<file path="src/rtl/ysyx_23060096_imm_encoder_if.sv">
// Request/encoded-instruction stream bundle for the immediate encoder.
// master: instruction injector / downstream buffer side; slave: the encoder.
interface ysyx_23060096_imm_encoder_if;
    logic        req_valid;
    logic        req_ready;
    logic [2:0]  req_fmt;
    logic [31:0] req_base;
    logic [31:0] req_imm;
    logic        inst_valid;
    logic        inst_ready;
    logic [31:0] inst;
    logic        inst_last;
    logic        inst_err;

    modport master (
        output req_valid, req_fmt, req_base, req_imm, inst_ready,
        input  req_ready, inst_valid, inst, inst_last, inst_err
    );

    modport slave (
        input  req_valid, req_fmt, req_base, req_imm, inst_ready,
        output req_ready, inst_valid, inst, inst_last, inst_err
    );
endinterface

</file>
<file path="src/rtl/ysyx_23060096_imm_encoder.sv">
// Packs a 32-bit immediate into the immediate fields of an RV32I template
// (I/U/S/B/J) and expands LI into LUI/ADDI, behind one registered stage.
// Optional macro IMMENC_RANGE_CHECK_EN flags immediates that do not fit.
module ysyx_23060096_imm_encoder (
    input logic                         clk,
    input logic                         rstn,
    ysyx_23060096_imm_encoder_if.slave  bus
);

    localparam logic [31:0] MASK_I  = 32'hFFF0_0000;
    localparam logic [31:0] MASK_U  = 32'hFFFF_F000;
    localparam logic [31:0] MASK_SB = 32'hFE00_0F80;
    localparam logic [31:0] MASK_J  = 32'hFFFF_F000;

    typedef enum logic [1:0] {
        ST_IDLE,
        ST_HOLD,
        ST_HOLD_LUI
    } state_e;

    state_e      state_q, state_d;
    logic [31:0] inst_q, inst_d;
    logic        last_q, last_d;
    logic        err_q, err_d;
    logic [31:0] addi_q, addi_d;

    logic [31:0] enc_word;
    logic        enc_last;
    logic        enc_err;
    logic        enc_two;
    logic [31:0] enc_addi;
    logic [31:0] imm_plus;
    logic [19:0] li_hi;
    logic [11:0] li_lo;
    logic [4:0]  li_rd;
    logic        accept;

    assign bus.inst_valid = (state_q != ST_IDLE);
    assign bus.inst       = inst_q;
    assign bus.inst_last  = last_q;
    assign bus.inst_err   = err_q;
    assign bus.req_ready  = rstn &&
                            ((state_q == ST_IDLE) ||
                             ((state_q == ST_HOLD) && bus.inst_ready));
    assign accept         = bus.req_valid && bus.req_ready;

    // Combinational encode of the live request into first word / pending ADDI.
    always_comb begin
        enc_word = bus.req_base;
        enc_last = 1'b1;
        enc_err  = 1'b0;
        enc_two  = 1'b0;
        enc_addi = '0;
        imm_plus = bus.req_imm + 32'h0000_0800;
        li_hi    = imm_plus[31:12];
        li_lo    = bus.req_imm[11:0];
        li_rd    = bus.req_base[11:7];
        case (bus.req_fmt)
            3'd0: enc_word = (bus.req_base & ~MASK_I) | {bus.req_imm[11:0], 20'b0};
            3'd1: enc_word = (bus.req_base & ~MASK_U) | {bus.req_imm[31:12], 12'b0};
            3'd2: enc_word = (bus.req_base & ~MASK_SB) |
                             {bus.req_imm[11:5], 13'b0, bus.req_imm[4:0], 7'b0};
            3'd3: enc_word = (bus.req_base & ~MASK_SB) |
                             {bus.req_imm[12], bus.req_imm[10:5], 13'b0,
                              bus.req_imm[4:1], bus.req_imm[11], 7'b0};
            3'd4: enc_word = (bus.req_base & ~MASK_J) |
                             {bus.req_imm[20], bus.req_imm[10:1], bus.req_imm[11],
                              bus.req_imm[19:12], 12'b0};
            3'd5: begin
                if (li_hi == 20'd0) begin
                    enc_word = {li_lo, 5'd0, 3'b000, li_rd, 7'h13};
                end else begin
                    enc_word = {li_hi, li_rd, 7'h37};
                    if (li_lo != 12'd0) begin
                        enc_last = 1'b0;
                        enc_two  = 1'b1;
                        enc_addi = {li_lo, li_rd, 3'b000, li_rd, 7'h13};
                    end
                end
            end
            default: enc_err = 1'b1;
        endcase
`ifdef IMMENC_RANGE_CHECK_EN
        case (bus.req_fmt)
            3'd0, 3'd2: if (($signed(bus.req_imm) < -32'sd2048) ||
                            ($signed(bus.req_imm) > 32'sd2047)) enc_err = 1'b1;
            3'd1: if (bus.req_imm[11:0] != 12'd0) enc_err = 1'b1;
            3'd3: if (bus.req_imm[0] || ($signed(bus.req_imm) < -32'sd4096) ||
                      ($signed(bus.req_imm) > 32'sd4094)) enc_err = 1'b1;
            3'd4: if (bus.req_imm[0] || ($signed(bus.req_imm) < -32'sd1048576) ||
                      ($signed(bus.req_imm) > 32'sd1048574)) enc_err = 1'b1;
            default: ;
        endcase
`endif
    end

    // Next-state and output-register update for the IDLE/HOLD/HOLD_LUI machine.
    always_comb begin
        state_d = state_q;
        inst_d  = inst_q;
        last_d  = last_q;
        err_d   = err_q;
        addi_d  = addi_q;
        case (state_q)
            ST_IDLE, ST_HOLD: begin
                if (accept) begin
                    inst_d  = enc_word;
                    last_d  = enc_last;
                    err_d   = enc_err;
                    addi_d  = enc_addi;
                    state_d = enc_two ? ST_HOLD_LUI : ST_HOLD;
                end else if ((state_q == ST_HOLD) && bus.inst_ready) begin
                    state_d = ST_IDLE;
                end
            end
            ST_HOLD_LUI: begin
                if (bus.inst_ready) begin
                    inst_d  = addi_q;
                    last_d  = 1'b1;
                    err_d   = 1'b0;
                    state_d = ST_HOLD;
                end
            end
            default: state_d = ST_IDLE;
        endcase
    end

    // State and output registers with synchronous active-low reset.
    always_ff @(posedge clk) begin
        if (!rstn) begin
            state_q <= ST_IDLE;
            inst_q  <= '0;
            last_q  <= 1'b0;
            err_q   <= 1'b0;
            addi_q  <= '0;
        end else begin
            state_q <= state_d;
            inst_q  <= inst_d;
            last_q  <= last_d;
            err_q   <= err_d;
            addi_q  <= addi_d;
        end
    end

endmodule

</file>
<file path="src/flat_wrapper.sv">
// flat-port wrapper written by rule: the top's interface ports become plain ports
module ysyx_23060096_imm_encoder_flat 
  (clk, rstn, bus_req_valid, bus_req_fmt, bus_req_base, bus_req_imm, bus_inst_ready, bus_req_ready, bus_inst_valid, bus_inst, bus_inst_last, bus_inst_err);
  ysyx_23060096_imm_encoder_if bus_i ();
  input logic clk;
  input logic rstn;
  input wire logic [$bits(bus_i.req_valid)-1:0] bus_req_valid;
  input wire logic [$bits(bus_i.req_fmt)-1:0] bus_req_fmt;
  input wire logic [$bits(bus_i.req_base)-1:0] bus_req_base;
  input wire logic [$bits(bus_i.req_imm)-1:0] bus_req_imm;
  input wire logic [$bits(bus_i.inst_ready)-1:0] bus_inst_ready;
  output wire logic [$bits(bus_i.req_ready)-1:0] bus_req_ready;
  output wire logic [$bits(bus_i.inst_valid)-1:0] bus_inst_valid;
  output wire logic [$bits(bus_i.inst)-1:0] bus_inst;
  output wire logic [$bits(bus_i.inst_last)-1:0] bus_inst_last;
  output wire logic [$bits(bus_i.inst_err)-1:0] bus_inst_err;
  assign bus_i.req_valid = bus_req_valid;
  assign bus_i.req_fmt = bus_req_fmt;
  assign bus_i.req_base = bus_req_base;
  assign bus_i.req_imm = bus_req_imm;
  assign bus_i.inst_ready = bus_inst_ready;
  assign bus_req_ready = bus_i.req_ready;
  assign bus_inst_valid = bus_i.inst_valid;
  assign bus_inst = bus_i.inst;
  assign bus_inst_last = bus_i.inst_last;
  assign bus_inst_err = bus_i.inst_err;
  ysyx_23060096_imm_encoder u_core (.clk(clk), .rstn(rstn), .bus(bus_i));
endmodule
</file>
<file path="config.mk">
export PLATFORM = sky130hd
export DESIGN_NAME = ysyx_23060096_imm_encoder_flat
export DESIGN_NICKNAME = d
export VERILOG_FILES = /design/src/rtl/ysyx_23060096_imm_encoder_if.sv /design/src/rtl/ysyx_23060096_imm_encoder.sv /design/src/flat_wrapper.sv
export SDC_FILE = /design/constraint.sdc
export NUM_CORES = 1
export LEC_CHECK = 0
export ABC_AREA = 1
export CORE_UTILIZATION = 34
export DETAILED_ROUTE_END_ITERATION = 7
export PLACE_DENSITY = 0.67
export RECOVER_POWER = 100
export SYNTH_ARGS = -nofsm -noshare
export SYNTH_HDL_FRONTEND = slang
export SYNTH_SLANG_ARGS = --single-unit
</file>
<file path="constraint.sdc">
create_clock -name clk -period 2.8 [get_ports clk]
set_input_delay 0.56 -clock clk [delete_from_list [all_inputs] [get_ports clk]]
set_output_delay 0.56 -clock clk [all_outputs]
set_load 0.1 [all_outputs]
</file>
Word level (Yosys, flattened, before mapping). Index checks and enable logic that the tools add are counted.

Bitwise logic cells: 5. Add/sub/neg operators: 1. Multiplexer cells: 26. Reduce and logical (&&, ||, !) cells: 15. Equality and inequality tests: 10.

Operator list (count): 2-to-1 mux 32 bit (6); case mux 32 bit (6 select lines) (1); bitwise OR 12 x 32 -> 32 bit (2); bitwise OR 25 x 32 -> 32 bit (2); case mux 32 bit (2 select lines) (1); adder 32 x 12 -> 32 bit (second input constant) (1); bitwise OR 20 x 32 -> 32 bit (1); zero test 20 bit (1); nonzero test 12 bit (1); 2-to-1 mux 1 bit (11); 2-to-1 mux 2 bit (4); == test 3 x 2 -> 1 bit (second input constant) (2); == test 3 bit (second input constant) (2); OR reduction 6 bit (1); case mux 1 bit (2 select lines) (2); case mux 2 bit (2 select lines) (1); AND reduction 2 bit (2); nonzero test 2 bit (2); == test 3 x 1 -> 1 bit (second input constant) (1); logical AND 1 bit (3); zero test 3 bit (1); != test 3 x 1 -> 1 bit (second input constant) (1); AND reduction 3 bit (1); == test 2 x 1 -> 1 bit (second input constant) (1); 6 further kinds (6).

Input port bits: 71. Output and inout port bits: 36. Bits in registers: 68.

Longest topological paths before layout. Gate-level depths: netlist of run 1.

Depth in word-level cells: 7. Depth in mapped cells: 18. Depth with buffers taken out: 17.

Worst setup path after synthesis of run 1. No wires, ideal clock.

Path type: input port to flip-flop. Start: in rstn. End: reg u_core.inst_q[25] (netlist: u_core.bus.inst[25]). Required time: 2.675 ns. Stages on the path: 8. Path slack: -1.610 ns. Buffers on the path: 1. Arrival: 4.285 ns. Cell sequence: inv_1 a211oi_1 nand2_1 nand2_1 inv_1 clkbuf_1 a221oi_1 a21oi_2.

Longest elaborated chain between the ends: 4.

Ends and longest elaborated chain: start, declared (RTL line flat_wrapper.sv:6) `input logic rstn;`; logical AND 1 bit (RTL line ysyx_23060096_imm_encoder.sv:42) `assign bus.req_ready = rstn &&`; via bus_req_ready (RTL line flat_wrapper.sv:12) `output wire logic [$bits(bus_i.req_ready)-1:0] bus_req_ready;`; logical AND 1 bit (RTL line ysyx_23060096_imm_encoder.sv:45) `assign accept = bus.req_valid && bus.req_ready;`; != test 2 x 1 -> 1 bit (no line); AND reduction 3 bit (no line); end signal, assigned (RTL line ysyx_23060096_imm_encoder.sv:138) `inst_q <= inst_d;`; end, declared (RTL line ysyx_23060096_imm_encoder.sv:22) `logic [31:0] inst_q, inst_d;`.

The timed path passes the listed nets, and every way through them passes these cells. A chain may end at the register's enable or synchronous reset.

Worst setup path after layout of run 1.
Start: in bus_req_imm[13]. End: reg u_core.addi_q[26].

Longest elaborated chain between the ends: 4.

Ends and longest elaborated chain: start, declared (RTL line flat_wrapper.sv:10) `input wire logic [$bits(bus_i.req_imm)-1:0] bus_req_imm;`; adder 32 x 12 -> 32 bit (RTL line ysyx_23060096_imm_encoder.sv:54) `imm_plus = bus.req_imm + 32'h0000_0800;`; zero test 20 bit (RTL line ysyx_23060096_imm_encoder.sv:70) `if (li_hi == 20'd0) begin`; 2-to-1 mux 32 bit (RTL line ysyx_23060096_imm_encoder.sv:70); 2-to-1 mux 32 bit (RTL line ysyx_23060096_imm_encoder.sv:58) `case (bus.req_fmt)`; end signal, assigned (RTL line ysyx_23060096_imm_encoder.sv:141) `addi_q <= addi_d;`; end, declared (RTL line ysyx_23060096_imm_encoder.sv:25) `logic [31:0] addi_q, addi_d;`.

No other way between the ends.

==> metrics.cfg, run 1 <==
[status]
status=complete, no violations

[finish]
diodes=0
multiInputGateArea_mm2=0.00219
nets=809
fillCellCount=1085
drive_gt1_share_pct=14.1
final-seq-area_mm2=0.00108
fin_util_pct=50.1
syn_to_final_growth_pct=42.5
finalNonFillerCells=874

[detailed_routing]
ant_nets=0
drt_pass1_iterations=4
drcViolationCount=0
viasPerCell=5.17
vias=4516
wl_mm=13.1
routedWlPerCell_um=15.0
drtIter0Drc=279

[setup_path]
slowest_delay_ns=0.59
crit_family=simple AND/OR/NAND/NOR gates
crit_buf_inv=2
slowest_stage=clkdlybuf4s50_1
cp-start-kind=input pin
cpMostUsedCell=nand2_1
crit_arrival_ns=2.82
crit_path_end_kind=register
worstPathMaxFanout=19
path_cells=clkdlybuf4s50_1 -> nand2_1 -> nor2_4 -> nand2_4 -> nor2_4 -> nand2_1 -> nand2_1 -> nand2_1 -> nor2_1 -> nand2_2 -> nor2_4 -> nand2_4 -> nand2_4 -> nor2_2 -> buf_12 -> nand3_1 -> a21oi_1
required_ns=2.99
crit_type=input pin to register

[yosys]
synth_common_cells=nand2_1, inv_1, nand3_1
synth_cell_type_count=33
ys_warn_count=0
ys_seq_area_share_pct=29.8
netlist_instances=584
synth_nets=656
ys.flop_type=dfxtp_1
yosysMostFrequentCell=nand2_1
synth-seq-cells=54
synthTopCellsByArea=dfxtp_1, nand2_1, nand3_1
synth_top_area_share_pct=29.8
avgSynthCellArea_um2=6.22
synth_edf_count=0
syn_area_mm2=0.00363
synth_top_area_cell=dfxtp_1
async_flop_share_pct=0

[global_route]
gr-total-overflow=0
grt_pass1_wl_mm=21.0
track_usage_pct=23.6
grt_pass1_vias=4355
grt_start_max_net_pins=32
antenna_found_initial=0

[clocking]
numCtsBuffers=5
clk_path_buf_depth=2
h-tree-depth=2
cts-root-buf=clkbuf_8
cts_sinks=54
cts_hold_buf=0
tritoncts=yes
cts.clk_slew.worst_paths_ns=0.09
clock_latency_ns=0.32

[power_and_ir_drop]
peakVddDrop_v=0.000236
powerDensity_mw_per_mm2=400
p_leak_nw=2.24

[sta]
drv_slew=0
fin_skew_ns=0.0140
grt_setup_unrepaired=no
setup-tns-final_ns=0
worstMarginPinSlew_ns=1.19
final_hold_viol_count=0
finalSetupViolations=0
fin_crit_ns=2.63
fmax_mhz=380
hold_ws_ns=0.471
max-slew-margin-rel_pct=21.0
fin_crit_sh_pct=94.0

[placement]
dp.cells=863
gp_congestion=0.910
io_buffers=106
dpl.hpwl_mm=10.2

[job]
cap_violations=0

[die]
start_util_pct=35.2
core_mm2=0.0103
ios=107
dieArea_mm2=0.0111
fp.dieW_um=105
die_h_um=105
row_count=37

[hold_path]
hp-class=register to register

report_power, final:
group | internal, mW | switching [mW] | total, mW
Sequential | 0.806 | 0.0205 | 0.827
Combinational | 0.245 | 0.539 | 0.783
Clock | 0.186 | 0.275 | 0.461
cells by family (layout without fill, tap and decap cells):
family	count (synthesis)	in the layout	share of synthesized area (%)
flip-flops	54	54	29.8
AO/OA/AOI/OAI	146	146	24.3
AND/OR/NAND/NOR	277	278	32.9
buffers and inverters	98	251	10.9
XOR/XNOR	8	8	1.93
adder cells (fa/ha/maj)	1	1	0.344
cells in the final DEF (no fill, tap or decap), drive strengths merged:
cell,n
nand2,158
inv,71
clkdlybuf4s50,66
buf,65
nand3,63
a21oi,60
dfxtp,54
nor2,50
clkbuf,43
o21ai,40
o22ai,9
a221oi,9
a31oi,8
o211ai,8
xor2,6
a211oi,5
o32ai,4
nand4,3
xnor2,2
nor3,2
clkinv,2
dlygate4sd3,2
dlymetal6s2s,2
or2,1
o21bai,1
nor4,1
a2111oi,1
o221ai,1
ha,1
worst register-to-register path, delay by kind of cell (launching register included):
| kind | cells | cell delay [ns] |
|---|---|---|
| buffers and inverters | 3 | 0.62 |
| AND/OR/NAND/NOR | 3 | 0.28 |
| flip-flops | 1 | 0.36 |
| AO/OA/AOI/OAI | 2 | 0.57 |
routing by layer:
metal  wire length [µm]  global-route usage (%)
met5                  0                       0
met1               5920                    30.7
met4                173                    5.23
met3                751                    3.53
met2               6300                    41.0
sequential cells by signal, summed over array words and instances, names as in the netlist:
register and flops:
u_core.bus.inst 32, u_core.addi_q 18, u_core.state_q 2, u_core.bus.inst_err 1, u_core.bus.inst_last 1
repair_timing:
action	in CTS	in global routing
buffers inserted	1	1
hold endpoints to repair	0	0
endpoints found under the setup margin	19	35
pin swaps	1	5
resized for setup	0	17
gates cloned	0	1
area by class of cell:
| type | count | share of cell area [%] |
|---|---|---|
| clock buffers | 5 | 1.33 |
| clock inverters | 3 | 0.556 |
| inverters | 70 | 5.08 |
| multi-input cells | 433 | 42.4 |
| flip-flops and latches | 54 | 20.9 |
| well taps | 136 | 3.29 |
| repair buffers | 173 | 26.5 |
metrics by stage:
step           power, mW  area [µm²]  worst slack [ns]
6_report            2.07        5170             0.167
5_1_grt             2.17        5170            0.0281
4_1_cts             2.12        5290           0.00411
3_5_place_dp        1.66        5170            -0.388
3_3_place_gp        1.66        5170            -0.294
2_1_floorplan       1.34        3640            0.0292
final timing paths:
| check | from | to | slack, ns | depth (start not counted) |
|---|---|---|---|---|
| max | bus_req_imm[13] | u_core.addi_q[26] | 0.17 | 17 |
| min | u_core.addi_q[22] | u_core.addi_q[22] | 0.47 | 2 |
| max reg2reg | u_core.state_q[1] | u_core.bus.inst[0] | 0.85 | 8 |
| min reg2reg | u_core.addi_q[22] | u_core.addi_q[22] | 0.47 | 2 |
Note: power is estimated with default switching activity, not from simulation.
==> run 2: changes to the inputs <==
--- a/config.mk
+++ b/config.mk
@@ -8,8 +8,8 @@
 export ABC_AREA = 1
 export CORE_UTILIZATION = 34
 export DETAILED_ROUTE_END_ITERATION = 7
-export PLACE_DENSITY = 0.67
 export RECOVER_POWER = 100
+export SLEW_MARGIN = 20
 export SYNTH_ARGS = -nofsm -noshare
 export SYNTH_HDL_FRONTEND = slang
 export SYNTH_SLANG_ARGS = --single-unit
==> metrics.cfg, run 2 (synthesized netlist as in run 1, its figures left out) <==
[status]
status=complete, no violations

[clocking]
tritoncts=yes
numCtsBuffers=5  ; unchanged
clk_path_buf_depth=2  ; unchanged
cts.clk_slew.worst_paths_ns=0.11  ; +0.02 ns
cts-root-buf=clkbuf_8
cts_sinks=54  ; unchanged
clock_latency_ns=0.32  ; about the same
h-tree-depth=2  ; unchanged

[global_route]
grt_pass1_vias=4401  ; +1.1%
gr-total-overflow=0  ; unchanged
grt_start_max_net_pins=32  ; unchanged
track_usage_pct=25.4  ; +1.8 points
grt_pass1_wl_mm=22.3  ; +6.2%
antenna_found_initial=0  ; unchanged

[power_and_ir_drop]
peakVddDrop_v=0.000294  ; +24%
p_sw_share_pct=38.9  ; -1.4 points
power_frac_clock_pct=25.5  ; +3.2 points
p_seq_share_pct=38.2  ; -1.7 points
internal_power_mw=1.32  ; +6.8%
p_sw_uw=841  ; +0.75%
p_leak_nw=2.24  ; about the same
pwr-share-comb_pct=36.2  ; -1.6 points
powerDensity_mw_per_mm2=417  ; +4.2%

[detailed_routing]
top_layer=met4
viasPerCell=5.21  ; +0.91%
drcViolationCount=0  ; unchanged
met1_length_mm=6.25  ; +5.6%
met3_length_um=747  ; -0.53%
drtIter0Drc=236  ; -15%
routedWlPerCell_um=15.6  ; +3.9%
ant_nets=0  ; unchanged
wl_mm=13.6  ; +3.8%
wl_met2_mm=6.46  ; +2.4%
vias=4552  ; +0.80%
drt_pass1_iterations=5  ; +1

[finish]
nets=808  ; -0.12%
drive_gt1_share_pct=13.7  ; -0.39 points
layout_common_cells=nand2_1, inv_1, clkdlybuf4s50_1, nand3_1, buf_4
finalNonFillerCells=873  ; -0.11%
final_common_cell=nand2_1
largest_reg_flops=32  ; unchanged
fin_area_mm2=0.00518  ; +0.15%
syn_to_final_growth_pct=42.7
fin_util_pct=50.2  ; +0.073 points
diodes=0  ; unchanged

[setup_path]
slowest_stage=clkdlybuf4s50_1
crit_type=input pin to register
worstPathMaxFanout=5  ; -14
crit_arrival_ns=2.85  ; +0.03 ns
crit_buf_inv=2  ; unchanged
path_cells=clkdlybuf4s50_1 -> nand2_1 -> nor2_2 -> nand2_2 -> nor2_4 -> xnor2_1 -> nand3_1 -> nor2_4 -> nand2_4 -> clkbuf_1 -> nand2_1 -> nand3_1 -> nand2_1 -> nand2_1 -> a21oi_2
crit_family=simple AND/OR/NAND/NOR gates
crit_path_end_kind=register
cpMostUsedCell=nand2_1
required_ns=3.06  ; +0.07 ns
slowest_delay_ns=0.57  ; -0.02 ns
cp-start-kind=input pin

[sta]
fin_skew_ns=0.0129  ; -0.00116 ns
final_hold_viol_count=0  ; unchanged
drv_slew=0  ; unchanged
max-slew-margin-rel_pct=20.1  ; -0.91 points
worstMarginPinSlew_ns=1.20  ; +0.0137 ns
fin_crit_ns=2.59  ; -0.0459 ns
fin_crit_sh_pct=92.4  ; -1.6 points
finalSetupViolations=0  ; unchanged
fmax_mhz=386  ; +1.8%
fin_ws_ns=0.213  ; +0.0459 ns
grt_setup_unrepaired=no

[placement]
dpl.hpwl_mm=10.5  ; +3.0%
dp.cells=864  ; +0.12%
place_area_mm2=0.00517  ; +0.15%
dp_slack_ns=-0.350  ; +0.0382 ns
io_buffers=106  ; unchanged
gp_congestion=0.906  ; -0.38%

[die]
core_mm2=0.0103  ; unchanged
ios=107  ; unchanged
dieArea_mm2=0.0111  ; unchanged
row_count=37  ; unchanged
fp.dieW_um=105  ; unchanged
die_h_um=105  ; unchanged
start_util_pct=35.2  ; unchanged

[hold_path]
hp-class=register to register

[job]
cap_violations=0  ; unchanged

run 2: cell types whose count changed in the layout (fill, tap and decap cells not counted), sizes merged:
cell and delta:
clkbuf +1, clkinv -1, bufinv +1, nand2 -1, buf -1
run 2: metrics by stage:
step | TNS [ns] | hold slack (ns) | total power, mW
floorplan | 0 | 0.445 | 1.34
global placement | -8.68 | 0.452 | 1.66
detailed placement | -10.69 | 0.457 | 1.66
CTS | 0 | 0.472 | 2.21
global route | 0 | 0.482 | 2.26
finish | 0 | 0.473 | 2.16
run 2: worst reg2reg max path, delay by kind of cell, from the launching register on:
| kind | cells | cell delay (ns) |
|---|---|---|
| buf+inv | 2 | 0.41 |
| compound gates | 2 | 0.55 |
| simple gates | 3 | 0.43 |
| flops | 1 | 0.37 |
run 2: final timing paths:
kind                                         start                  end  slack [ns]  depth (start not counted)
worst max-delay path               bus_req_imm[13]  u_core.bus.inst[24]        0.21                         15
worst min-delay path            u_core.bus.inst[6]   u_core.bus.inst[6]        0.47                          2
worst max register to register   u_core.state_q[1]   u_core.bus.inst[0]        0.90                          7
worst min register to register  u_core.bus.inst[6]   u_core.bus.inst[6]        0.47                          2
run 2: metal layers:
| metal | global-route usage, % | up-vias |
|---|---|---|
| met5 | 0 | - |
| met4 | 5.03 | 0 |
| met3 | 3.53 | 17 |
| met2 | 43.4 | 154 |
| met1 | 34.0 | 2129 |
| li1 | - | 2252 |
run 2: power by group through the flow:
stage	Combinational [mW]	Sequential [mW]	Clock [mW]
after detailed placement	0.815	0.844	0
after CTS	0.820	0.828	0.561
after global routing	0.838	0.831	0.594
after floorplan	0.250	1.09	0
final	0.783	0.826	0.552
after global placement	0.814	0.844	0
run 2: timing repair:
action / 4_1_cts / 5_1_grt
pin swaps: 1 / 1
gates resized for setup: 2 / 13
buffers inserted: 1 / 0
hold buffers: 0 / 0
endpoints found under the setup margin: 6 / 35
run 2: area by class of cell:
type	count	area, µm²
clock buffer	5	68.8
clock inverter	3	47.5
fill	1135	5140
inverter	70	263
multi-input combinational	432	2190
sequential	54	1080
tap	136	170
timing repair buffer	173	1370
